**src/rtl/pwm_pkg.sv**
```systemverilog
// Shared definitions for the PWM driver: dead-time FSM state encoding and
// the terminal value of the 255-tick period counter.
package pwm_pkg;

  // Period counter runs 0..PERIOD_MAX, giving a 255-tick period.
  localparam int unsigned PERIOD_MAX = 254;

  typedef enum logic [2:0] {
    ST_IDLE,
    ST_LO_ON,
    ST_DEAD_H,
    ST_HI_ON,
    ST_DEAD_L
  } dt_state_e;

endpackage

```
**src/rtl/pwm_deadtime.sv**
```systemverilog
// Dead-time generator: turns the raw PWM level into complementary
// high-side/low-side drives with DEAD_CYCLES of both-off at every edge.
// Ports:
//   clk, rst  - clock, synchronous active-high reset
//   enable    - run when high; forces IDLE (both off) when low
//   raw       - raw PWM level (1 = high side wanted)
//   pwm_hi    - registered high-side drive
//   pwm_lo    - registered low-side drive
module pwm_deadtime
  import pwm_pkg::*;
#(
  parameter int unsigned DEAD_CYCLES = 3
) (
  input  logic clk,
  input  logic rst,
  input  logic enable,
  input  logic raw,
  output logic pwm_hi,
  output logic pwm_lo
);

  localparam logic [3:0] DEAD_LAST = 4'(DEAD_CYCLES - 1);

  dt_state_e  state_q;
  logic [3:0] dcnt_q;
  logic       hi_q;
  logic       lo_q;

  // Outputs are decoded from the state being entered, so each drive is a
  // flop and the two can never be high together.
  always_ff @(posedge clk) begin
    if (rst || !enable) begin
      state_q <= ST_IDLE;
      dcnt_q  <= '0;
      hi_q    <= 1'b0;
      lo_q    <= 1'b0;
    end else begin
      case (state_q)
        ST_IDLE, ST_LO_ON: begin
          if (raw) begin
            state_q <= ST_DEAD_H;
            dcnt_q  <= '0;
            hi_q    <= 1'b0;
            lo_q    <= 1'b0;
          end else begin
            state_q <= ST_LO_ON;
            hi_q    <= 1'b0;
            lo_q    <= 1'b1;
          end
        end
        ST_DEAD_H: begin
          // A raw pulse shorter than the dead time falls back to the low side.
          if (!raw) begin
            state_q <= ST_LO_ON;
            lo_q    <= 1'b1;
          end else if (dcnt_q == DEAD_LAST) begin
            state_q <= ST_HI_ON;
            hi_q    <= 1'b1;
          end else begin
            dcnt_q  <= dcnt_q + 4'd1;
          end
        end
        ST_HI_ON: begin
          if (!raw) begin
            state_q <= ST_DEAD_L;
            dcnt_q  <= '0;
            hi_q    <= 1'b0;
            lo_q    <= 1'b0;
          end
        end
        ST_DEAD_L: begin
          if (raw) begin
            state_q <= ST_HI_ON;
            hi_q    <= 1'b1;
          end else if (dcnt_q == DEAD_LAST) begin
            state_q <= ST_LO_ON;
            lo_q    <= 1'b1;
          end else begin
            dcnt_q  <= dcnt_q + 4'd1;
          end
        end
        default: begin
          state_q <= ST_IDLE;
          dcnt_q  <= '0;
          hi_q    <= 1'b0;
          lo_q    <= 1'b0;
        end
      endcase
    end
  end

  assign pwm_hi = hi_q;
  assign pwm_lo = lo_q;

endmodule

```
**src/rtl/pwm_driver.sv**
```systemverilog
// 8-bit PWM driver with prescaler, 255-tick period, double-buffered duty
// word (valid/ready handshake, loaded at period wrap or enable rise) and
// complementary dead-time outputs.
// Ports:
//   clk, rst      - clock, synchronous active-high reset
//   duty_in       - new duty word
//   duty_valid    - duty_in valid
//   duty_ready    - shadow register free (no word pending)
//   enable        - run PWM; outputs forced off when low
//   pwm_hi/pwm_lo - registered complementary drives
//   period_start  - one-clk pulse at each period start
//   duty_active   - duty word currently in effect
module pwm_driver
  import pwm_pkg::*;
#(
  parameter int unsigned PRESCALE    = 4,
  parameter int unsigned DEAD_CYCLES = 3
) (
  input  logic       clk,
  input  logic       rst,
  input  logic [7:0] duty_in,
  input  logic       duty_valid,
  output logic       duty_ready,
  input  logic       enable,
  output logic       pwm_hi,
  output logic       pwm_lo,
  output logic       period_start,
  output logic [7:0] duty_active
);

  localparam logic [15:0] PRESC_LAST = 16'(PRESCALE - 1);
  localparam logic [7:0]  CNT_LAST   = 8'(PERIOD_MAX);

  logic [15:0] presc_q, presc_d;
  logic [7:0]  cnt_q, cnt_d;
  logic        en_q;
  logic        pending_q, pending_d;
  logic [7:0]  shadow_q, shadow_d;
  logic [7:0]  active_q, active_d;
  logic        ps_q, ps_d;

  logic run, rise, tick, wrap, load, xfer, raw;

  always_comb begin
    // Counters only advance once enable has been high for a full clk, so the
    // cycle after an enable rise shows cnt = 0 alongside period_start.
    run  = enable & en_q;
    rise = enable & ~en_q;
    tick = run && (presc_q == PRESC_LAST);
    wrap = tick && (cnt_q == CNT_LAST);

    presc_d = '0;
    cnt_d   = '0;
    if (run) begin
      presc_d = tick ? '0 : presc_q + 16'd1;
      cnt_d   = tick ? (wrap ? '0 : cnt_q + 8'd1) : cnt_q;
    end

    ps_d = wrap | rise;
    load = ps_d & pending_q;
    xfer = duty_valid & ~pending_q;

    pending_d = pending_q;
    shadow_d  = shadow_q;
    active_d  = active_q;
    // load needs pending, xfer needs !pending: never both in one clk, so a
    // word accepted on a wrap clk waits for the following wrap.
    if (load) begin
      active_d  = shadow_q;
      pending_d = 1'b0;
    end
    if (xfer) begin
      shadow_d  = duty_in;
      pending_d = 1'b1;
    end

    raw = cnt_q < active_q;
  end

  always_ff @(posedge clk) begin
    if (rst) begin
      presc_q   <= '0;
      cnt_q     <= '0;
      en_q      <= 1'b0;
      pending_q <= 1'b0;
      shadow_q  <= '0;
      active_q  <= '0;
      ps_q      <= 1'b0;
    end else begin
      presc_q   <= presc_d;
      cnt_q     <= cnt_d;
      en_q      <= enable;
      pending_q <= pending_d;
      shadow_q  <= shadow_d;
      active_q  <= active_d;
      ps_q      <= ps_d;
    end
  end

  pwm_deadtime #(
    .DEAD_CYCLES(DEAD_CYCLES)
  ) u_deadtime (
    .clk   (clk),
    .rst   (rst),
    .enable(enable),
    .raw   (raw),
    .pwm_hi(pwm_hi),
    .pwm_lo(pwm_lo)
  );

  assign duty_ready   = ~pending_q;
  assign duty_active  = active_q;
  assign period_start = ps_q;

endmodule

```
**config.mk**
```make
export PLATFORM = sky130hd
export DESIGN_NAME = pwm_driver
export DESIGN_NICKNAME = d
export VERILOG_FILES = /design/src/rtl/pwm_pkg.sv /design/src/rtl/pwm_deadtime.sv /design/src/rtl/pwm_driver.sv
export SDC_FILE = /design/constraint.sdc
export NUM_CORES = 1
export LEC_CHECK = 0
export CAP_MARGIN = 30
export CORE_ASPECT_RATIO = 1.2
export CORE_UTILIZATION = 55
export CTS_BUF_LIST = sky130_fd_sc_hd__clkbuf_2 sky130_fd_sc_hd__clkbuf_4 sky130_fd_sc_hd__clkbuf_8
export DETAILED_ROUTE_END_ITERATION = 7
export PLACE_DENSITY = 0.81
export SLEW_MARGIN = 20
export SYNTH_ARGS = -nofsm -noshare
export SYNTH_HDL_FRONTEND = slang
export SYNTH_SLANG_ARGS = --single-unit
```
**constraint.sdc**
```tcl
create_clock -name clk -period 2.9 [get_ports clk]
set_clock_uncertainty 0.05 [all_clocks]
set_input_delay 0.58 -clock clk [delete_from_list [all_inputs] [get_ports clk]]
set_output_delay 0.58 -clock clk [all_outputs]
set_load 0.01 [all_outputs]
```
==> qor.yml <==
floorplan:
  io_pins: 24
  die_h_um: 75.6
  initial_utilization_pct: 57.9
  fp-row-count: 26
  die_area_um2: 4790
  core_area_um2: 4290
  die_w_um: 63.4
cts:
  cts_setup_buffers: 0
  cts-htree-levels: 2
  cts_root_buf: "clkbuf_8"
  postCtsResizedCells: 0
  clkSlewWorstSetupHoldPaths_ns: 0.09
  clock_sinks: 52
  cts_tree: "built"
  postCtsHoldBufs: 0
  cts-buffers-inserted: 5
  cts.path.max_buffers: 2
  clk_latency_ns: 0.31
power_and_ir_drop:
  power_density_nw_per_um2: 437
  leakage_nw: 1.12
  max-vdd-ir-drop_mv: 0.246
synth:
  syn_inst: 281
  yosysWarnings: 0
  syn_area_um2: 2480
  ys_ff_latch: 52
  synth_area_leaders: "dfxtp_1 42%, nor2_1 6.8%, ha_1 6.0%, nand2_1 4.8%, mux2i_1 4.4%"
  ys_async_sr_fraction_pct: 0
  ys_types: 43
  synth_top_area_cell: "dfxtp_1"
  synth_edf_count: 0
  seq_area_frac_synth_pct: 41.9
  avgSynthCellArea_um2: 8.84
  yosysTopAreaCellShare_pct: 41.9
  synth_ff_type: "dfxtp_1"
  syn_nets: 305
global_route:
  gr-usage-met1_pct: 21.2
  grt_overflow: 0
  grt_pass1_vias: 1822
  grt_max_degree: 19
  busiest_layer: "met2"
  grtUsageTotal_pct: 20.4
  antenna_found_initial: 0
  grt_pass1_wl_um: 7620
  met3_usage_pct: 4.94
  use_met2_pct: 39.1
placed_design:
  placed_cell_area_um2: 2770
  gp_congestion: 0.754
  dp_hpwl_um: 3310
  port_buffers: 23
critical_path:
  crit_required_ns: 3.05
  crit_buf_inv: 1
  cp-startpoint: "duty_active[2]"
  arrival_ns: 2.43
  r2r-start: "duty_active[2]"
  critPathMaxFanout: 10
  crit_chain: "inv_1, ha_1, a211oi_2, o21ai_1, a21oi_4, mux2i_1, nor3_2, a211o_1"
  start_kind: "flip-flop"
  end_kind: "flip-flop"
  crit_type: "flip-flop to flip-flop"
  slowest_stage: "dfxtp_1"
  cpPeakStageDelay_ns: 0.36
  critPathTopFamily: "compound AO/OA/AOI/OAI gates"
run_status:
  status: "completed"
routing:
  wl_um: 4480
  postRouteAntennaNets: 0
  drt_iter0_markers: 107
  vias: 1939
  wire_per_inst_um: 12.3
  drt_first_pass_iters: 4
  vias_per_cell: 5.34
  drc_errors: 0
layout:
  final_common_cell: "dfxtp_1"
  final_area_um2: 2860
  syn2layout_area_growth_pct: 15.1
  fill_cells: 369
  diodes: 0
  final_cell_mix: "52 x dfxtp_1, 45 x nor2_1, 32 x nand2_1"
  drive_gt1_share_pct: 7.17
  nets: 330
timing:
  period_needed_ns: 2.28
  grt_setup_unrepaired: "false"
  slew_violations: 0
  finalHoldViolCount: 0
  clock.fmax_mhz: 439
  period_share_pct: 78.5
  fin_setup_tns_ns: 0
  finalSetupViolations: 0
  tightest_slew_ns: 0.673
  slew_headroom_pct: 55.0
hold_path:
  hp-start: "shadow_q[6]"
  min-delay-path-class: "flip-flop to flip-flop"
run:
  max_cap_violations: 0
[path summary, 6_finish.rpt]
check                              end  slack (ns)  depth (start not counted)
setup reg to reg  u_deadtime.dcnt_q[3]        0.62                          8
hold / removal             shadow_q[6]        0.41                          2
hold reg to reg            shadow_q[6]        0.41                          2
setup / recovery  u_deadtime.dcnt_q[3]        0.62                          8
[state kept, by name (all words and copies together), names as in the netlist, 3 cells and up]
| signal | cells |
|---|---|
| shadow_q | 8 |
| duty_active | 8 |
| presc_q | 16 |
| u_deadtime.state_q | 3 |
| u_deadtime.dcnt_q | 4 |
| cnt_q | 8 |
[cell usage after synthesis (4+ instances only)]
master    instances
clkbuf_1          4
and3_1           11
ha_1             12
o21ai_0           7
xor2_1           11
nand3_1           5
dfxtp_1          52
nor3_1            7
mux2i_1          11
xnor2_1          10
nor2b_1           5
nand2_1          32
nand4_1           6
nand2b_1          4
inv_1            15
a21oi_1          13
nor2_1           45
[cells by family (layout without fill, tap and decap cells)]
kind of cell	Yosys count	after routing	share of synthesized area, %
and+or+nand+nor	128	128	26.6
muxes	12	12	4.88
buffers and inverters	21	47	3.27
AOI/OAI and AO/OA	35	35	9.87
DFF	52	52	41.9
adders and majority gates	12	12	6.04
xor gates and xnor gates	21	21	7.40
[layout make-up]
type | count | area (um2) | share of cell area, %
inverters | 15 | 56.3 | 1.97
repair buffers | 24 | 238 | 8.31
clock buffers | 6 | 76.3 | 2.67
clock inverters | 2 | 16.3 | 0.569
flip-flops and latches | 52 | 1040 | 36.4
well taps | 56 | 70.1 | 2.45
multi-input cells | 208 | 1360 | 47.6
[tightest hold or removal path, delay by kind of cell (launching register included)]
| family | cells | cell delay [ns] |
|---|---|---|
| and+or+nand+nor | 1 | 0.05 |
| AOI/OAI and AO/OA | 1 | 0.05 |
| DFF | 1 | 0.32 |
[metrics by stage]
step / setup WS [ns] / utilization [%] / cells / hold slack [ns] / total power, W
2_1_floorplan: 0.792 / - / 281 / 0.376 / 0.000808
3_3_place_gp: 0.585 / 64.5 / 355 / 0.393 / 0.000843
3_5_place_dp: 0.527 / 64.5 / 355 / 0.398 / 0.000845
4_1_cts: 0.617 / 66.6 / 363 / 0.411 / 0.00126
5_1_grt: 0.446 / 66.6 / 363 / 0.431 / 0.00130
6_report: 0.624 / 66.6 / 363 / 0.407 / 0.00125
[metal layers]
| metal | wire, um | up-vias |
|---|---|---|
| met5 | 0 | - |
| met4 | 112 | 0 |
| met3 | 115 | 10 |
| met2 | 2390 | 21 |
| met1 | 1860 | 908 |
| li1 | - | 1000 |
[report_power, final]
group	switching, W	internal (W)
combinational	0.0000453	0.0000432
sequential	0.0000123	0.000727
clock	0.000241	0.000181
total	0.000299	0.000952
Note: power is estimated with default switching activity, not from simulation.
